[config.mk]
export PLATFORM = sky130hd
export DESIGN_NAME = dmem_loader
export DESIGN_NICKNAME = d
export VERILOG_FILES = /design/src/rtl/dmem_loader.sv
export SDC_FILE = /design/constraint.sdc
export NUM_CORES = 1
export LEC_CHECK = 0
export ABC_AREA = 1
export CELL_PAD_IN_SITES_DETAIL_PLACEMENT = 1
export CELL_PAD_IN_SITES_GLOBAL_PLACEMENT = 2
export CORE_MARGIN = 8
export CORE_UTILIZATION = 18
export CTS_CLUSTER_SIZE = 12
export DETAILED_ROUTE_END_ITERATION = 10
export MAX_ROUTING_LAYER = met4
export PLACE_DENSITY = 0.78
export SETUP_SLACK_MARGIN = 0.5
export SLEW_MARGIN = 5
export SYNTH_ARGS = -nofsm -noshare
export SYNTH_HDL_FRONTEND = slang
export SYNTH_SLANG_ARGS = --single-unit
export TNS_END_PERCENT = 30
[constraint.sdc]
create_clock -name clk -period 1.95 [get_ports clk]
set_input_delay 0.195 -clock clk [delete_from_list [all_inputs] [get_ports clk]]
set_output_delay 0.195 -clock clk [all_outputs]
set_load 0.03 [all_outputs]
[src/rtl/dmem_loader.sv]
// Host-to-data-memory loader: streams a host image into banked memory, lets a core
// run against it, then streams a result window back out. Optional RUN cycle counter
// is built when DMEM_LOADER_CYCCNT_EN is defined.
`ifndef MEM_W
`define MEM_W 16
`endif
`ifndef DMEMCSW
`define DMEMCSW 2
`endif
`ifndef SUBDMEMADDRW
`define SUBDMEMADDRW 3
`endif

module dmem_loader #(
    parameter int DATA_W    = `MEM_W,
    parameter int CS_W      = `DMEMCSW,
    parameter int ADDR_W    = `SUBDMEMADDRW,
    parameter int RES_BASE  = 0,
    parameter int RES_WORDS = 4
) (
    input  logic              clk,
    input  logic              reset,
    input  logic              start,
    input  logic              host_valid,
    output logic              host_ready,
    input  logic [DATA_W-1:0] host_dat,
    input  logic              host_last,
    output logic              t_cs,
    input  logic              core_rw,
    input  logic [CS_W-1:0]   core_cs,
    input  logic [ADDR_W-1:0] core_addr,
    input  logic [DATA_W-1:0] core_dat,
    output logic              dmem_rw,
    output logic [CS_W-1:0]   dmem_cs,
    output logic [ADDR_W-1:0] dmem_addr,
    output logic [DATA_W-1:0] dmem_wdat,
    input  logic [DATA_W-1:0] dmem_rdat,
    output logic              res_valid,
    input  logic              res_ready,
    output logic [DATA_W-1:0] res_dat,
    output logic              busy,
    output logic [31:0]       run_cycles
);

    localparam int LIN_W = CS_W + ADDR_W;
    localparam logic [LIN_W-1:0] BASE      = LIN_W'(RES_BASE);
    localparam logic [LIN_W:0]   LAST_WORD = (LIN_W + 1)'(RES_WORDS - 1);

    typedef enum logic [2:0] {
        IDLE,
        LOAD,
        RUN,
        RD_REQ,
        RD_WAIT,
        RD_OUT
    } state_t;

    state_t           state_q, state_d;
    logic [LIN_W-1:0] ptr;
    logic [LIN_W:0]   res_cnt;
    logic             done;

    assign done = (state_q == RUN) && !core_rw && (&core_cs) && (&core_addr);

    always_ff @(posedge clk) begin
        if (reset) begin
            state_q <= IDLE;
        end else begin
            state_q <= state_d;
        end
    end

    // NOTE: every output and state_d gets a default before the case; any path that
    // skips an assignment would otherwise infer a latch.
    always_comb begin
        state_d    = state_q;
        t_cs       = 1'b0;
        host_ready = 1'b0;
        res_valid  = 1'b0;
        busy       = 1'b0;
        dmem_rw    = 1'b1;
        dmem_cs    = '0;
        dmem_addr  = '0;
        dmem_wdat  = '0;
        // Outputs are forced idle while reset is high, not just after the edge.
        if (!reset) begin
            busy = (state_q != IDLE);
            case (state_q)
                IDLE: begin
                    if (start) state_d = LOAD;
                end
                LOAD: begin
                    host_ready = 1'b1;
                    if (host_valid) begin
                        dmem_rw              = 1'b0;
                        {dmem_cs, dmem_addr} = ptr;
                        dmem_wdat            = host_dat;
                        if (host_last || (&ptr)) state_d = RUN;
                    end
                end
                RUN: begin
                    t_cs      = 1'b1;
                    dmem_rw   = core_rw;
                    dmem_cs   = core_cs;
                    dmem_addr = core_addr;
                    dmem_wdat = core_dat;
                    if (done) state_d = RD_REQ;
                end
                RD_REQ: begin
                    {dmem_cs, dmem_addr} = ptr;
                    state_d              = RD_WAIT;
                end
                RD_WAIT: begin
                    state_d = RD_OUT;
                end
                RD_OUT: begin
                    res_valid = 1'b1;
                    if (res_ready) state_d = (res_cnt == LAST_WORD) ? IDLE : RD_REQ;
                end
                default: state_d = IDLE;
            endcase
        end
    end

    // NOTE: sequential state uses non-blocking assignments so every register samples
    // pre-edge values regardless of statement order.
    always_ff @(posedge clk) begin
        if (reset) begin
            ptr     <= '0;
            res_cnt <= '0;
            res_dat <= '0;
        end else begin
            case (state_q)
                IDLE: begin
                    if (start) ptr <= '0;
                end
                LOAD: begin
                    // Saturate at the top address so a full image never wraps onto 0.
                    if (host_valid && !(&ptr)) ptr <= ptr + 1'b1;
                end
                RUN: begin
                    if (done) begin
                        ptr     <= BASE;
                        res_cnt <= '0;
                    end
                end
                RD_WAIT: begin
                    res_dat <= dmem_rdat;
                end
                RD_OUT: begin
                    if (res_ready && (res_cnt != LAST_WORD)) begin
                        ptr     <= ptr + 1'b1;
                        res_cnt <= res_cnt + 1'b1;
                    end
                end
                default: ;
            endcase
        end
    end

`ifdef DMEM_LOADER_CYCCNT_EN
    logic [31:0] cyc_q;

    always_ff @(posedge clk) begin
        if (reset) begin
            cyc_q <= '0;
        end else if ((state_q == IDLE) && start) begin
            cyc_q <= '0;
        end else if ((state_q == RUN) && !(&cyc_q)) begin
            cyc_q <= cyc_q + 1'b1;
        end
    end

    assign run_cycles = cyc_q;
`else
    assign run_cycles = '0;
`endif

endmodule
==> flow_results.org <==
** Run status
- Status :: finished clean

** Global routing
- Global routing consumed, over all layers together, 11.4% of the routing resources.
- Entering global routing, the biggest net connects 18 pins.
- Initial antenna violation count :: 0
- For this run the aggregate overflow at the end of global routing stands at 0.
- Via count of the first global-routing pass :: 2,653
- Wire length of the first global-routing pass :: 14,100 um

** Layout
- Cells with a size suffix above 1 make up 29.1% of the layout.
- In the layout the commonest cells are clkdlybuf4s50_1 (74), nor2_1 (57), nand2_1 (38), buf_4 (36), conb_1 (32).
- Number of inserted diodes :: 0
- Final Util :: 32.1%
- Relative to the synthesized area, the layout overhead comes to 73.3%.
- The final layout contains 492 nets.
- Most frequent standard cell in the layout excluding fill and tap cells :: clkdlybuf4s50_1

** Worst setup path
- Highest cell delay on the worst timing path :: 0.37 ns
- The critical path goes through inv_4 > nor2_4 > nand2_4 > nor2_4 > a32o_2 > buf_6.
- Minimum setup slack among reg-to-reg paths :: 0.30 ns
- CP max FO :: 8
- Number of buffers and inverters on the critical path :: 2
- Start point of the critical path :: state_q[0]
- Arrival time of the worst setup path :: 1.55 ns
- Terminus of the critical flop-to-flop path :: ptr[0]
- For this design, the slowest cell found on the critical path is dfxtp_4.
- The worst setup path is launched from a flop.
- STA classifies the critical path endpoint as an output port.
- Most Frequent Cell on Critical Path :: nor2_4
- At the worst endpoint, the required time is 1.75 ns.
- Measured in cells, the most critical reg-to-reg path has a length of 13.
- The critical path runs through a total of 6 cells.
- Reg-to-reg startpoint :: ptr[1]
- In this run the worst setup path terminates at dmem_wdat[12].
- In this design, the largest share of critical-path delay is due to simple AND/OR/NAND/NOR gates.
- Worst Setup Path Type :: flop to output port

** Min path
- Class of the worst hold path :: primary input to flop

** Floorplan
- I/O pin cnt :: 134
- CORE AREA :: 0.0114 sq mm
- The die is 124 um tall.
- In this run the horizontal extent of the chip is 124 um.
- Row Count :: 39
- For this configuration, the core starts out at a cell density of 18.5%.
- The die covers 0.0155 sq mm.

** Place
- Port-buffer cells :: 101
- Hpwl dp :: 6870 um
- Global placer's final weighted congestion :: 0.804
- Worst setup slack before clock tree synthesis :: 0.113 ns

** CTS
- CTS built an H-tree with a depth of 2.
- Number of CTS-inserted buffers :: 5
- The clock passes through at most 2 buffers.
- Skew-Pair Late Insertion Delay :: 0.28 ns
- Number of sinks handled by clock tree synthesis :: 30
- CTS tree :: built
- Number of buffers inserted for hold repair after clock tree synthesis :: 0
- Clock-pin slew was measured on the worst setup and hold paths at 0.05 ns.
- Cell at the root of the clock tree :: clkbuf_16

** Logic synthesis
- After synthesis, the netlist uses 31 different library cells.
- After synthesis the netlist holds a flip-flop and latch count of 30.
- During synthesis, Yosys emitted a total of 0 warnings.
- Count of mapped cells out of synthesis :: 306
- Averaged over all synthesized cells, the footprint is 6.91 sq um.
- dfxtp_1 takes more of the synthesized area than any other cell.
- Leading cell types by total area after synthesis :: dfxtp_1 (28%), buf_4 (11%), nor2_1 (11%)
- Summed over its instances, the top area cell type makes up 28.4% of the synthesized netlist area.
- After synthesis, flip-flops and latches occupy 28.4% of the total area.
- After synthesis the cells add up to 0.00211 sq mm.

** Route
- Sum of routed wire length over all layers :: 9130 um
- Post-detailed-route wirelength per cell :: 15.9 um
- Remaining design rule violation count :: 0
- Before antenna repair, the detailed router went through 4 iterations.
- Routed vias/inst :: 4.27
- Post-route antenna net violation count :: 0
- The detailed router finished its first iteration with 36 violations.
- Vias :: 2,449

** STA
- Total negative slack for setup checks :: 0 ns
- Final slew viol count :: 0
- Static timing analysis puts the maximum clock frequency at 574 MHz.
- For the finished layout, the period the worst path requires is 1.74 ns.
- Setup violations remaining at the end of the flow were counted as 0.
- RSZ-0062 raised after global routing :: true
- Fin. Hold Viols :: 0
- Across all setup checks in the final design, the least slack found is 0.207 ns.
- On the final layout, the worst clock skew is 0.00375 ns.
- The final critical path takes up 89.4% of the cycle.

** Power and ir drop
- VDD sags by at most 0.387 mV.
- Dividing total power by cell area gives a power density of 1000 mW/mm^2.
- Summed over all cells, the static leakage comes to 1.65 nW.

** Run
- The tool flagged a number of max-cap violations equal to 0.
==> per-stage QoR <==
step                hold WS [ns]  power (W)  area [sq um]  std cells
global placement           0.469    0.00241          3170        546
detailed placement         0.483    0.00244          3170        546
CTS                        0.417    0.00346          3490        567
global route               0.456    0.00390          3660        573
floorplan                  0.330    0.00192          2260        337
finish                     0.418    0.00367          3660        573
==> area by class of cell <==
class | instances | area (sq um)
Clock buffer | 6 | 139
Clock inverter | 2 | 12.5
Fill cell | 1401 | 7760
Inverter | 30 | 125
Multi-Input combinational cell | 237 | 1380
Sequential cell | 30 | 619
Tap cell | 143 | 179
Timing Repair Buffer | 125 | 1210
==> layer usage <==
| layer | vias up | share of wire, % | global-route usage [%] |
|---|---|---|---|
| met3 | 10 | 8.7 | 4.64 |
| met5 | - | 0 | - |
| met2 | 122 | 44 | 17.8 |
| met1 | 1130 | 46 | 13.6 |
| li1 | 1187 | - | - |
| met4 | 0 | 0.89 | 2.20 |
==> sequential cells by signal, summed over array words and instances, names as in the netlist <==
signal   cells
res_dat     16
state_q      3
ptr          5
res_cnt      6
==> worst min-delay path by stage <==
stage                 end         start  cells after the start  slack [ns]
4_1_cts        res_cnt[2]         reset                      2        0.42
6_report       res_cnt[2]         reset                      2        0.42
3_3_place_gp       ptr[3]        ptr[3]                      2        0.47
2_1_floorplan  res_dat[0]  dmem_rdat[0]                      2        0.33
3_5_place_dp       ptr[3]        ptr[3]                      2        0.48
5_1_grt        res_cnt[3]         reset                      2        0.46
==> timing repair <==
item / 4_1_cts / 5_1_grt
pin swaps: 8 / 25
gates cloned: 1 / 0
gates resized for setup: 22 / 42
setup endpoints to repair: 55 / 72
setup buffers: 12 / 6
==> kinds of logic (layout without fill, tap and decap cells) <==
| family | Yosys count | after routing | share of synthesized area [%] |
|---|---|---|---|
| AO/OA/AOI/OAI | 58 | 58 | 18.4 |
| other | 1 | 32 | 0.177 |
| buffers and inverters | 71 | 163 | 19.0 |
| AND/OR/NAND/NOR | 143 | 144 | 32.2 |
| adder cells (fa/ha/maj) | 3 | 3 | 1.78 |
| flip-flops | 30 | 30 | 28.4 |
==> cells in the mapped netlist <==
| master | instances |
|---|---|
| o22ai_1 | 1 |
| nor2_8 | 1 |
| a32o_1 | 16 |
| a21oi_1 | 11 |
| clkbuf_2 | 1 |
| nand3_4 | 2 |
| inv_1 | 24 |
| dfxtp_1 | 30 |
| nor2_1 | 62 |
| a31oi_1 | 1 |
| clkbuf_1 | 4 |
| buf_6 | 1 |
| nand4_1 | 3 |
| o211ai_1 | 1 |
| nand3_1 | 17 |
| buf_4 | 32 |
| nor2_2 | 3 |
| buf_2 | 3 |
| o21ai_0 | 26 |
| inv_4 | 1 |
| o21ai_4 | 1 |
| ha_1 | 3 |
| clkinv_1 | 1 |
| nor3b_2 | 1 |
| nand2_4 | 2 |
| nand2_2 | 4 |
| nor2_4 | 4 |
| o21bai_1 | 1 |
| nand2_1 | 44 |
| conb_1 | 1 |
| inv_2 | 4 |
==> power breakdown <==
group | leakage (nW) | total, W | internal (W) | switching [W]
combinational | 1.34 | 0.00204 | 0.000835 | 0.00120
clock | 0.0729 | 0.000796 | 0.000505 | 0.000291
sequential | 0.246 | 0.000839 | 0.000728 | 0.000111
==> worst reg2reg max path: stages, from the launching register on <==
cell,delay [ns]
dfxtp_4,0.36
ha_4,0.16
nand2_2,0.07
nor2_2,0.04
ha_2,0.18
inv_2,0.06
nand2_2,0.05
nand3_2,0.10
inv_2,0.06
nor2_4,0.12
nand3_4,0.13
nand2_1,0.11
nand2_1,0.05
nor2_1,0.09
Note: power is estimated with default switching activity, not from simulation.
==> edit (config.mk and constraints unchanged) <==
Build with the macro `DMEM_LOADER_CYCCNT_EN` defined.
--- a/src/rtl/dmem_loader.sv
+++ b/src/rtl/dmem_loader.sv
@@ -2,4 +2,6 @@
 // run against it, then streams a result window back out. Optional RUN cycle counter
 // is built when DMEM_LOADER_CYCCNT_EN is defined.
+`define DMEM_LOADER_CYCCNT_EN
+
 `ifndef MEM_W
 `define MEM_W 16
Formal check against the unedited RTL: not equivalent (Yosys sat finds a counterexample within 4 cycles, from zero or initial values and one cycle with reset high).
==> edit against the unedited design <==
  * Largest cell class unchanged
  * Core utilization grew 3.2 points
  * Sequential power rose by 76%
  * Critical path depth up 3
  * Clock power rose by 91%
  * Maximum frequency fell by 7.5%
  * Sequential cell count increased by 32
  * Synthesized area up 84%
  * Power rose by 63%
  * Critical endpoint is now dmem_wdat[10]
  * Design area grew 100%
  * Worst setup slack lost 140 ps
  * Routed wire length rose by 87%
  * Die area grew 72%
==> edit: results <==
set metrics [dict create \
    status "completed" \
    root_buffer "clkbuf_16" \
    vdd_drop_max_uv 481.1 \
    seq_area_frac_synth_pct 31.90 \
    cts_buffer_depth 2 \
    synth_edf_count 0 \
    port_buffers 133 \
    synthFlopType "dfxtp_1" \
    async_flop_share_pct 0 \
    ctsResizeCount 111 \
    largest_reg_flops 32 \
    powerSeq_mw 1.48 \
    cp_max_fo 17 \
    maxPowerGroup "combinational cells" \
    gr-usage-all-layers_pct 12.66 \
    gp_congestion 0.8039 \
    synth_nets 661 \
    p_sw_share_pct 39.56 \
    ys_top_cells_by_area "dfxtp_1 (32%), nand2_1 (16%), nor2_1 (11%), inv_1 (5.0%), a21oi_2 (4.3%)" \
    grt_pass1_vias 4835 \
    detailedPlace.worstSlack_ps -196.5 \
    worstSkewPairLatency_ps 340 \
    yosys_warnings 0 \
    hold_class "primary input to register" \
    post_cts_buffers 28 \
    viasPerCell 4.304 \
    grt_pass1_wl_um 25880 \
    fill_cells 2477 \
    h-tree-depth 3 \
    clockPowerShare_pct 25.2 \
    pg_clk_mw 1.52 \
    worst_pin_slew_ps 373.7 \
    antenna_found_initial 1 \
    power.leakage_nw 3.942 \
    layout.nets 856 \
    path_clk_slew_ps 50 \
    worstPathArrival_ps 1690 \
    drtPass1Iterations 4 \
    drive_above_1_share_pct 41.96 \
    yosys-top-cells-count "nand2_1 (170), nor2_1 (116), dfxtp_1 (62)" \
    wl_per_cell_um 15.96 \
    cts_buffers 9 \
    fin_worst_skew_ps 7.620 \
    grt_max_degree 24 \
    synth.distinct_cells 34 \
    dp_hpwl_um 12070 \
    drtIter0Drc 135 \
]
[edit: stage by stage]
stage | instances | TNS, ps | cell area, um^2 | utilization, %
6_report | 1072 | 0 | 7460 | 35.26
5_1_grt | 1072 | -2.465 | 7460 | 35.26
4_1_cts | 1058 | 0 | 6541 | 30.92
3_5_place_dp | 1012 | -1662 | 5712 | 27.00
3_3_place_gp | 1012 | -1501 | 5712 | 27.00
2_1_floorplan | 597 | 0 | 4031 | -
[edit: layout make-up]
class / count / area share, %
multi-input cells: 462 / 41.09
repair buffers: 201 / 29.60
well taps: 275 / 4.613
flip-flops and latches: 62 / 17.63
diodes: 1 / 0.03355
clock inverters: 1 / 0.06709
clock buffers: 14 / 3.539
inverters: 56 / 3.422
[edit: critical path, stage by stage, from the launching register on]
cell and delay [ps]:
dfxtp_4 350, inv_4 70, nand2_4 60, nor2_4 130
buf_6 130, inv_4 40, nor2_4 90, buf_12 150
a32o_2 190, buf_6 130
[edit: final timing paths]
path / start / end / slack (ps) / cells after the start
worst max-delay path: state_q[1]$_SDFFE_PP0P_ / dmem_wdat[10] / 70 / 9
worst min register to register: run_cycles[30]$_SDFFE_PP0P_ / run_cycles[30]$_SDFFE_PP0P_ / 490 / 2
worst min-delay path: dmem_rdat[2] / res_dat[2]$_SDFFE_PP0P_ / 410 / 3
worst max register to register: state_q[1]$_SDFFE_PP0P_ / res_cnt[3]$_SDFFE_PP0P_ / 130 / 12
[edit: logic make-up after synthesis]
group | share of synthesized area [%]
simple gates | 39.97
compound gates | 14.21
buf+inv | 8.810
flops | 31.90
xor+xnor | 3.826
fa+ha+maj | 1.286
[edit: routing by layer]
metal / share of wire (%) / global-route usage (%)
met1: 42 / 14.36
met2: 51 / 21.18
met3: 4.9 / 3.826
met4: 2.0 / 3.753
met5: 0 / -
